===== config.mk =====
export PLATFORM = sky130hd
export DESIGN_NAME = alu_cmd_queue
export DESIGN_NICKNAME = d
export VERILOG_FILES = /design/src/rtl/alu_pkg.sv /design/src/rtl/alu_cmd_fifo.sv /design/src/rtl/alu_cmd_queue.sv
export SDC_FILE = /design/constraint.sdc
export NUM_CORES = 1
export LEC_CHECK = 0
export ABC_AREA = 1
export CORE_AREA = 2 2 99 101
export CTS_CLUSTER_DIAMETER = 150
export DETAILED_ROUTE_END_ITERATION = 10
export DIE_AREA = 0 0 101 103
export GPL_ROUTABILITY_DRIVEN = 0
export GPL_TIMING_DRIVEN = 0
export MAX_ROUTING_LAYER = met4
export SETUP_SLACK_MARGIN = 0.2
export SYNTH_ARGS = -nofsm -noshare
export SYNTH_HDL_FRONTEND = slang
export SYNTH_SLANG_ARGS = --single-unit

===== constraint.sdc =====
create_clock -name clk -period 3.5 [get_ports clk]
set_clock_uncertainty 0.2 [all_clocks]
set_input_delay 0.7 -clock clk [delete_from_list [all_inputs] [get_ports clk]]
set_output_delay 0.7 -clock clk [all_outputs]
set_load 0.1 [all_outputs]

===== src/rtl/alu_pkg.sv =====
// Shared ALU command types: opcode encoding, command layout and packed-width helper.
package alu_pkg;

  localparam int ALU_WIDTH = 8;
  localparam int OP_WIDTH  = 2;

  typedef enum logic [OP_WIDTH-1:0] {
    ALU_ADD = 2'b00,
    ALU_SUB = 2'b01,
    ALU_AND = 2'b10,
    ALU_OR  = 2'b11
  } alu_op_e;

  typedef struct packed {
    logic [ALU_WIDTH-1:0] a;
    logic [ALU_WIDTH-1:0] b;
    alu_op_e              op;
  } alu_cmd_t;

  // Packed bit count of one command for a given operand width.
  function automatic int cmd_bits(input int width);
    return 2 * width + OP_WIDTH;
  endfunction

endpackage


===== src/rtl/alu_cmd_fifo.sv =====
// Command storage ring buffer; head is read combinationally, push/pop take effect on the clock edge.
// A push while full is dropped even if a pop happens in the same cycle; a pop while empty is ignored.
module alu_cmd_fifo
  import alu_pkg::*;
#(
  parameter int WIDTH = 18,
  parameter int DEPTH = 4,
  localparam int PW   = $clog2(DEPTH),
  localparam int CW   = $clog2(DEPTH + 1)
) (
  input  logic             clk,
  input  logic             reset,
  input  logic             push,
  input  logic             pop,
  input  logic [WIDTH-1:0] wdata,
  output logic [WIDTH-1:0] rdata,
  output logic             full,
  output logic             empty,
  output logic [CW-1:0]    count
);

  logic [WIDTH-1:0] mem [DEPTH];
  logic [PW-1:0]    wr_ptr;
  logic [PW-1:0]    rd_ptr;
  logic             do_push;
  logic             do_pop;

  assign full    = (count == CW'(DEPTH));
  assign empty   = (count == '0);
  assign do_push = push && !full;
  assign do_pop  = pop && !empty;
  assign rdata   = mem[rd_ptr];

  always_ff @(posedge clk) begin
    if (do_push) mem[wr_ptr] <= wdata;
  end

  // DEPTH is a power of two, so pointers wrap by natural overflow.
  always_ff @(posedge clk or posedge reset) begin
    if (reset) begin
      wr_ptr <= '0;
      rd_ptr <= '0;
      count  <= '0;
    end else begin
      if (do_push) wr_ptr <= wr_ptr + PW'(1);
      if (do_pop)  rd_ptr <= rd_ptr + PW'(1);
      case ({do_push, do_pop})
        2'b10:   count <= count + CW'(1);
        2'b01:   count <= count - CW'(1);
        default: count <= count;
      endcase
    end
  end

endmodule


===== src/rtl/alu_cmd_queue.sv =====
// Queues ALU commands, presents the oldest to an external ALU and registers its result.
// Result valid one cycle after acceptance; output holds while out_ready is low, in_ready drops when full.
module alu_cmd_queue
  import alu_pkg::*;
#(
  parameter int WIDTH = 8,
  parameter int DEPTH = 4
) (
  input  logic                       clk,
  input  logic                       reset,
  input  logic                       in_valid,
  output logic                       in_ready,
  input  logic [WIDTH-1:0]           in_a,
  input  logic [WIDTH-1:0]           in_b,
  input  logic [1:0]                 in_opcode,
  output logic [WIDTH-1:0]           alu_a,
  output logic [WIDTH-1:0]           alu_b,
  output logic [1:0]                 alu_opcode,
  input  logic [WIDTH-1:0]           alu_result,
  output logic                       out_valid,
  input  logic                       out_ready,
  output logic [WIDTH-1:0]           out_result,
  output logic [1:0]                 out_opcode,
  output logic [$clog2(DEPTH+1)-1:0] count
);

  localparam int CMD_W = cmd_bits(WIDTH);

  typedef struct packed {
    logic [WIDTH-1:0] a;
    logic [WIDTH-1:0] b;
    alu_op_e          op;
  } cmd_t;

  cmd_t             wr_cmd;
  cmd_t             head;
  logic [CMD_W-1:0] rd_bits;
  logic             full;
  logic             empty;
  logic             push;
  logic             fire;

  assign wr_cmd   = '{a: in_a, b: in_b, op: alu_op_e'(in_opcode)};
  assign in_ready = !full;
  assign push     = in_valid && in_ready;
  assign fire     = !empty && (!out_valid || out_ready);

  // Stale storage must not leak to the ALU when nothing is queued.
  assign head       = empty ? '0 : cmd_t'(rd_bits);
  assign alu_a      = head.a;
  assign alu_b      = head.b;
  assign alu_opcode = head.op;

  alu_cmd_fifo #(
    .WIDTH(CMD_W),
    .DEPTH(DEPTH)
  ) u_fifo (
    .clk  (clk),
    .reset(reset),
    .push (push),
    .pop  (fire),
    .wdata(wr_cmd),
    .rdata(rd_bits),
    .full (full),
    .empty(empty),
    .count(count)
  );

  always_ff @(posedge clk or posedge reset) begin
    if (reset) begin
      out_valid  <= 1'b0;
      out_result <= '0;
      out_opcode <= '0;
    end else if (fire) begin
      out_valid  <= 1'b1;
      out_result <= alu_result;
      out_opcode <= head.op;
    end else if (out_ready) begin
      out_valid  <= 1'b0;
    end
  end

endmodule


After elaboration in Yosys (flattened, before gate mapping)
Memory sizes are Yosys's and may differ from the RTL's.
Cells that the tools add are included.
- output and inout bits: 33
- RAM bits: 72
- bits of input ports: 30
- memories kept: 1
- flip-flop bits (word level): 18
- memory list (name ; depth ; width ; read ports ; clocked after memory_dff ; write ports ; line ; RTL):
    u_fifo.mem ; 4 ; 18 ; 1 ; 0 ; 1 ; alu_cmd_fifo.sv:22 ; logic [WIDTH-1:0] mem [DEPTH];
- add/sub/neg operators: 4
- muxes and demuxes: 6
- reduce and logical (&&, ||, !) cells: 11
- equality and inequality tests: 3
- operators with widths (operator ; count):
    two-way mux 18 bit ; 1
    case mux 3 bit (2 select lines) ; 1
    adder 2 x 1 -> 2 bit (second input constant) ; 2
    logical AND 1 bit ; 4
    two-way mux 1 bit ; 4
    nonzero test 2 bit ; 2
    adder 3 x 1 -> 3 bit (second input constant) ; 1
    == test 3 bit (second input constant) ; 1
    logical NOT 1 bit ; 3
    logical NOT 3 bit ; 1
    subtractor 3 x 1 -> 3 bit (second input constant) ; 1
    == test 2 x 1 -> 1 bit (second input constant) ; 1
    == test 2 bit (second input constant) ; 1
    logical OR 1 bit ; 1

Depth between registers and ports, before layout
Gate-level depths: netlist of the first run.
- depth after elaboration: 6
- depth in mapped cells: 11

By module
From an unflattened synthesis of the first run, not the netlist that was laid out.
- cell total of the unflattened synthesis: 363
- area total of the unflattened synthesis: 3990.1 µm²
- by module, submodules not included (module ; area each (µm²) ; cells an instance ; times used):
    alu_cmd_fifo ; 3367.0 ; 271 ; 1
    alu_cmd_queue ; 623.1 ; 92 ; 1

Worst setup path before layout of the first run
No wires, ideal clock.
- kind: flip-flop to output port
- from: reg u_fifo.count[2]
- to: out alu_a[0]
- path buffers: 1
- slack: -381 ps
- data required time: 2600 ps
- stages on the path, launching flop included: 6
- data arrival time: 2981 ps
- path through: dfrtp_1 inv_1 nand2_1 inv_2 buf_6 a21oi_1
- longest elaborated chain between the ends: 2
- ends and longest elaborated chain (item ; line ; RTL):
    from (decl) ; alu_cmd_fifo.sv:19 ; output logic [CW-1:0] count
    from (signal assigned) ; alu_cmd_fifo.sv:48 ; 2'b10: count <= count + CW'(1);
    from (signal assigned) ; alu_cmd_fifo.sv:49 ; 2'b01: count <= count - CW'(1);
    from (signal assigned) ; alu_cmd_fifo.sv:50 ; default: count <= count;
    logical NOT 3 bit ; alu_cmd_fifo.sv:29 ; assign empty = (count == '0);
    two-way mux 18 bit ; alu_cmd_queue.sv:49 ; assign head = empty ? '0 : cmd_t'(rd_bits);
    to (decl) ; alu_cmd_queue.sv:16 ; output logic [WIDTH-1:0] alu_a,
No other way between the ends.

Worst setup path in the final report of the first run
- from: reg u_fifo.rd_ptr[1]
- to: out alu_b[5]
- longest elaborated chain between the ends: 2
- ends and longest elaborated chain (item ; line ; RTL):
    from (decl) ; alu_cmd_fifo.sv:24 ; logic [PW-1:0] rd_ptr;
    from (signal assigned) ; alu_cmd_fifo.sv:46 ; if (do_pop) rd_ptr <= rd_ptr + PW'(1);
    memory read (4 x 18 bit) ; -- ;
    two-way mux 18 bit ; alu_cmd_queue.sv:49 ;
    to (decl) ; alu_cmd_queue.sv:17 ; output logic [WIDTH-1:0] alu_b,
No other way between the ends.

==> flow_summary.json, run 1 <==
{
  "nets": 470,
  "status": "completed",
  "max-slew-margin-rel_pct": 29.4,
  "synth_area_sq_um": 3830,
  "drt-total-wl_mm": 7.78,
  "crit_required_ns": 2.60,
  "ys_types": 20,
  "cts.sinks": 90,
  "portBuffers": 62,
  "grt.overflow.total": 0,
  "clkLatencyLatePin_ns": 0.34,
  "maxCapViolations": 0,
  "cpPeakStageDelay_ns": 0.85,
  "cts_buffer_depth": 2,
  "grt_max_degree": 19,
  "report.final.slew_viol_count": 0,
  "max_freq_ghz": 0.308,
  "ant_nets": 0,
  "coreArea_sq_um": 9460,
  "tightest_slew_ns": 1.06,
  "cts_hold_buf": 0,
  "cts_setup_buffers": 0,
  "path_class": "reg -> out",
  "tns_ns": 0,
  "diodes": 0,
  "ys_warn_count": 0,
  "die_h_microns": 103,
  "hpwl_mm": 5.14,
  "vias_per_cell": 4.64,
  "cp.arrival_ns": 2.35,
  "start_kind": "register",
  "post-place-cells": 537,
  "drtIter0Drc": 116,
  "fin_crit_sh_pct": 92.8,
  "ctsHtreeMaxLevel": 3,
  "drc": 0,
  "grtUsageTotal_pct": 16.0,
  "period_needed_ns": 3.25,
  "finalHoldViolCount": 0,
  "area_growth_pct": 23.5,
  "syn-num-nets": 397,
  "top_level_ports": 63,
  "numCtsBuffers": 9,
  "nFillCells": 859,
  "first_pass_iters": 4,
  "cp_cell_sequence": "inv_2 > buf_2 > nand3_1 > a21oi_1 > clkdlybuf4s15_1",
  "setup_viol": 0,
  "path_buf_inv": 3,
  "grt_antenna_before_repair": 0,
  "rsz0062_at_grt": "true",
  "ys_ff_latch": 90,
  "cp-end-kind": "primary output",
  "final_util_pct": 50.1,
  "synthCells": 361,
  "hp-class": "reg -> reg",
  "slowest_stage": "clkdlybuf4s15_1",
  "cts_root_buf": "clkbuf_8",
  "holdWs_ns": 0.284,
  "core.rowCount": 36,
  "fp.dieW_microns": 101,
  "start_util_pct": 40.5,
  "cts_tree": "yes",
  "seq_area_frac_synth_pct": 68.1,
  "cp_top_family": "buffers and inverters",
  "grt_pass1_vias": 2442,
  "dr_total_vias": 2564,
  "syn_area_per_cell_sq_um": 10.6,
  "worstPathMaxFanout": 10,
  "layout.cells.non_filler": 552,
  "grt_pass1_wl_mm": 12.0,
  "wl_per_cell_microns": 14.1,
  "drive_gt1_share_pct": 10.5,
  "die-area_sq_um": 10400,
  "clk_pin_slew_ns": 0.08
}
[Yosys cell counts]
master	count	area [sq um]
xor2_1	3	26.3
clkbuf_1	1	3.75
nor2_1	7	26.3
o21ai_0	2	10.0
xnor2_1	2	17.5
inv_1	47	176
buf_2	4	20.0
inv_2	3	11.3
ha_1	5	62.6
edfxtp_1	72	2160
nand2_1	144	541
dfrtp_1	18	450
a21oi_1	16	80.1
fa_1	1	20.0
nand2_2	2	12.5
a21oi_2	1	8.76
buf_6	5	56.3
nor2_2	1	6.26
nand3_1	24	120
buf_4	3	22.5
[path summary, 6_finish.rpt]
check | depth (start not counted) | slack [ns] | start | end
worst min register to register | 2 | 0.28 | out_result[1]$_DFFE_PP0P_ | out_result[1]$_DFFE_PP0P_
worst max register to register | 4 | 1.29 | u_fifo.count[0]$_DFFE_PP0P_ | u_fifo.mem[3][2]$_DFFE_PP_
max in group asynchronous | 2 | 2.09 | reset | u_fifo.count[2]$_DFFE_PP0P_
worst min-delay path | 2 | 0.28 | out_result[1]$_DFFE_PP0P_ | out_result[1]$_DFFE_PP0P_
min in group asynchronous | 2 | 0.57 | reset | out_result[6]$_DFFE_PP0P_
worst max-delay path | 5 | 0.25 | u_fifo.rd_ptr[1]$_DFFE_PP0P_ | alu_b[5]
[tightest hold or removal path: stages, from the launching register on]
cell,delay [ns]
dfrtp_1,0.35
nand2_1,0.05
nand2_1,0.05
[registers in the layout (all words and copies together) (netlist names)]
| register | cells |
|---|---|
| out_valid | 1 |
| out_result | 8 |
| u_fifo.wr_ptr | 2 |
| u_fifo.mem | 72 |
| out_opcode | 2 |
| u_fifo.count | 3 |
| u_fifo.rd_ptr | 2 |
[layout make-up]
type | instances | area (sq um) | area share, %
sequential | 90 | 2610 | 55.2
multi-input combinational | 208 | 941 | 19.9
timing repair buffer | 62 | 564 | 11.9
inverter | 50 | 188 | 3.96
tap | 114 | 143 | 3.01
clock buffer | 10 | 128 | 2.70
buffer | 13 | 103 | 2.17
clock inverter | 5 | 56.3 | 1.19
[through the flow]
| stage | area [sq um] | setup WS (ns) |
|---|---|---|
| after global placement | 4610 | 0.288 |
| after CTS | 4770 | 0.189 |
| final | 4730 | 0.254 |
| after floorplan | 3840 | -0.381 |
| after global routing | 4730 | 0.115 |
| after detailed placement | 4610 | 0.281 |
[cells in the final DEF, fill, tap and decap left out, drive strengths merged, types with 2 or more instances in the layout]
cell type      instances
nand2                146
edfxtp                72
inv                   50
clkdlybuf4s50         44
nand3                 24
clkbuf                21
dfrtp                 18
a21oi                 17
buf                   12
nor2                   8
ha                     5
dlygate4sd2            5
clkinv                 4
xor2                   3
clkdlybuf4s15          3
xnor2                  2
o21ai                  2
[logic make-up after synthesis]
logic type / Yosys count / share of synthesized area [%]
xor+xnor: 5 / 1.14
fa+ha+maj: 6 / 2.15
compound gates: 19 / 2.58
flops: 90 / 68.1
simple gates: 178 / 18.4
buf+inv: 63 / 7.57
[metal layers]
| layer | up-vias | track usage, % | share of wire [%] |
|---|---|---|---|
| met5 | - | - | 0 |
| met4 | 0 | 4.99 | 0.87 |
| met3 | 6 | 3.39 | 3.2 |
| met2 | 43 | 26.1 | 50 |
| met1 | 1222 | 20.2 | 46 |
| li1 | 1293 | - | - |
[timing repair]
| item | 4_1_cts | 5_1_grt |
|---|---|---|
| endpoints found under the setup margin | 18 | 13 |
| pin swaps | 0 | 0 |
| resized for setup | 19 | 22 |
Power of run 1 is left out: the tool's default activity adds up to more than one toggle a clock period on the data nets, which glitch-free logic cannot reach.
==> inputs of run 2 (changes only) <==
--- a/config.mk
+++ b/config.mk
@@ -13,6 +13,7 @@
 export GPL_ROUTABILITY_DRIVEN = 0
 export GPL_TIMING_DRIVEN = 0
 export MAX_ROUTING_LAYER = met4
+export PLACE_DENSITY = 0.65
 export SETUP_SLACK_MARGIN = 0.2
 export SYNTH_ARGS = -nofsm -noshare
 export SYNTH_HDL_FRONTEND = slang
==> constraint.sdc (replaced) <==
create_clock -name clk -period 3.7 [get_ports clk]
set_clock_uncertainty 0.2 [all_clocks]
set_input_delay 0.74 -clock clk [delete_from_list [all_inputs] [get_ports clk]]
set_output_delay 0.74 -clock clk [all_outputs]
set_load 0.1 [all_outputs]
==> flow_summary.json, run 2 (same netlist as run 1, synthesis figures left out) <==
{
  "top_register": "u_fifo.mem",
  "largest_reg_flops": 72,
  "drt-total-wl_mm": 7.87,
  "cts_buffer_depth": 2,
  "grt_max_degree": 19,
  "cp_cell_sequence": "inv_2 > buf_2 > nand3_1 > a21oi_1 > clkdlybuf4s15_1",
  "core.rowCount": 36,
  "setup_viol": 0,
  "numCtsBuffers": 9,
  "ctsHtreeMaxLevel": 3,
  "vias_per_cell": 4.61,
  "ant_nets": 0,
  "max-slew-margin-rel_pct": 33.0,
  "grt.overflow.total": 0,
  "cp.arrival_ns": 2.43,
  "start_kind": "register",
  "cp-end-kind": "primary output",
  "coreArea_sq_um": 9460,
  "grt_pass1_vias": 2500,
  "grt_antenna_before_repair": 0,
  "mostFrequentLayoutCell": "nand2_1",
  "die-area_sq_um": 10400,
  "area_growth_pct": 26.0,
  "max_freq_ghz": 0.297,
  "drc": 0,
  "diodes": 0,
  "rsz0062_at_grt": "false",
  "nFillCells": 869,
  "portBuffers": 62,
  "finalHoldViolCount": 0,
  "maxCapViolations": 0,
  "cts.sinks": 90,
  "fp.dieW_microns": 101,
  "largestRegisters": "u_fifo.mem (72), out_result (8), u_fifo.count (3)",
  "cts_root_buf": "clkbuf_8",
  "hpwl_mm": 5.43,
  "top_level_ports": 63,
  "cp_top_family": "buffers and inverters",
  "hp-class": "reg -> reg",
  "status": "completed",
  "layout_common_cells": "nand2_1 (144), edfxtp_1 (72), inv_1 (47)",
  "clkLatencyLatePin_ns": 0.35,
  "first_pass_iters": 4,
  "nets": 474,
  "tightest_slew_ns": 1.01,
  "wl_per_cell_microns": 14.1,
  "fin_crit_sh_pct": 91.1,
  "cts_setup_buffers": 0,
  "cpPeakStageDelay_ns": 0.86,
  "grt_pass1_wl_mm": 12.3,
  "die_h_microns": 103,
  "dr_total_vias": 2569,
  "path_class": "reg -> out",
  "multi_input_area_sq_um": 941,
  "start_util_pct": 40.5,
  "period_needed_ns": 3.37,
  "clk_pin_slew_ns": 0.08,
  "crit_required_ns": 2.76,
  "worstPathMaxFanout": 10,
  "drive_gt1_share_pct": 9.71,
  "slowest_stage": "clkdlybuf4s15_1",
  "cts_tree": "yes",
  "report.final.slew_viol_count": 0,
  "grtUsageTotal_pct": 16.4,
  "holdWs_ns": 0.285,
  "path_buf_inv": 3,
  "seq_area_sq_um": 2610,
  "drtIter0Drc": 158
}
-- run 2: cell types whose count changed in the layout (fill, tap and decap cells not counted), moves of 2 or more --
cell             previous run  this run
clkinvlp_4                  0         2
dlymetal6s2s_1              0         2
clkbuf_2                   10         0
dlygate4sd2_1               5        15
clkdlybuf4s15_1             3         1
buf_8                       0         4
-- run 2: metrics by stage --
stage	TNS (ns)	setup WS, ns	utilization [%]	cell area (sq um)	cells
finish	0	0.330	51.1	4830	557
global route	0	0.215	51.1	4830	557
CTS	0	0.201	51.0	4820	557
detailed placement	0	0.434	49.3	4670	541
global placement	0	0.341	48.6	4600	537
floorplan	-2.45	-0.221	-	3830	361
-- run 2: cell type report --
class / instances / area share (%)
clock buffer: 9 / 2.56
clock inverter: 7 / 1.11
tap: 114 / 2.95
sequential: 90 / 54.1
buffer: 13 / 2.12
timing repair buffer: 66 / 13.8
inverter: 50 / 3.89
multi-input combinational: 208 / 19.5
-- run 2: worst paths after layout --
check                                             start                           to  slack, ns  cells after the start
min in group asynchronous                         reset    out_result[4]$_DFFE_PP0P_       0.60                      2
setup / recovery           u_fifo.rd_ptr[1]$_DFFE_PP0P_                     alu_a[3]       0.33                      5
hold reg to reg               out_result[2]$_DFFE_PP0P_    out_result[2]$_DFFE_PP0P_       0.28                      2
hold / removal                out_result[2]$_DFFE_PP0P_    out_result[2]$_DFFE_PP0P_       0.28                      2
max in group asynchronous                         reset  u_fifo.count[0]$_DFFE_PP0P_       2.24                      2
setup reg to reg            u_fifo.count[0]$_DFFE_PP0P_  u_fifo.count[2]$_DFFE_PP0P_       1.49                      9
-- run 2: worst register-to-register path, stage by stage, from the launching register on --
cell	delay, ns
dfrtp_1	0.43
nor2_2	0.18
nand2_1	0.13
nand2_2	0.20
ha_1	0.21
inv_1	0.07
fa_1	0.38
nand2_1	0.08
nand3_1	0.08
xor2_1	0.14
-- run 2: timing repair --
| action | 4_1_cts | 5_1_grt |
|---|---|---|
| setup endpoints to repair | 16 | 3 |
| hold buffers | 0 | 0 |
| gates resized for setup | 16 | 3 |
-- run 2: metal layers --
metal / vias to the layer above / share of wire (%) / GRT usage, %
li1: 1301 / - / -
met1: 1209 / 42 / 19.1
met2: 46 / 54 / 28.7
met3: 13 / 2.9 / 1.90
met4: 0 / 1.7 / 6.96
met5: - / 0 / -
Power of run 2 is left out for the same reason.
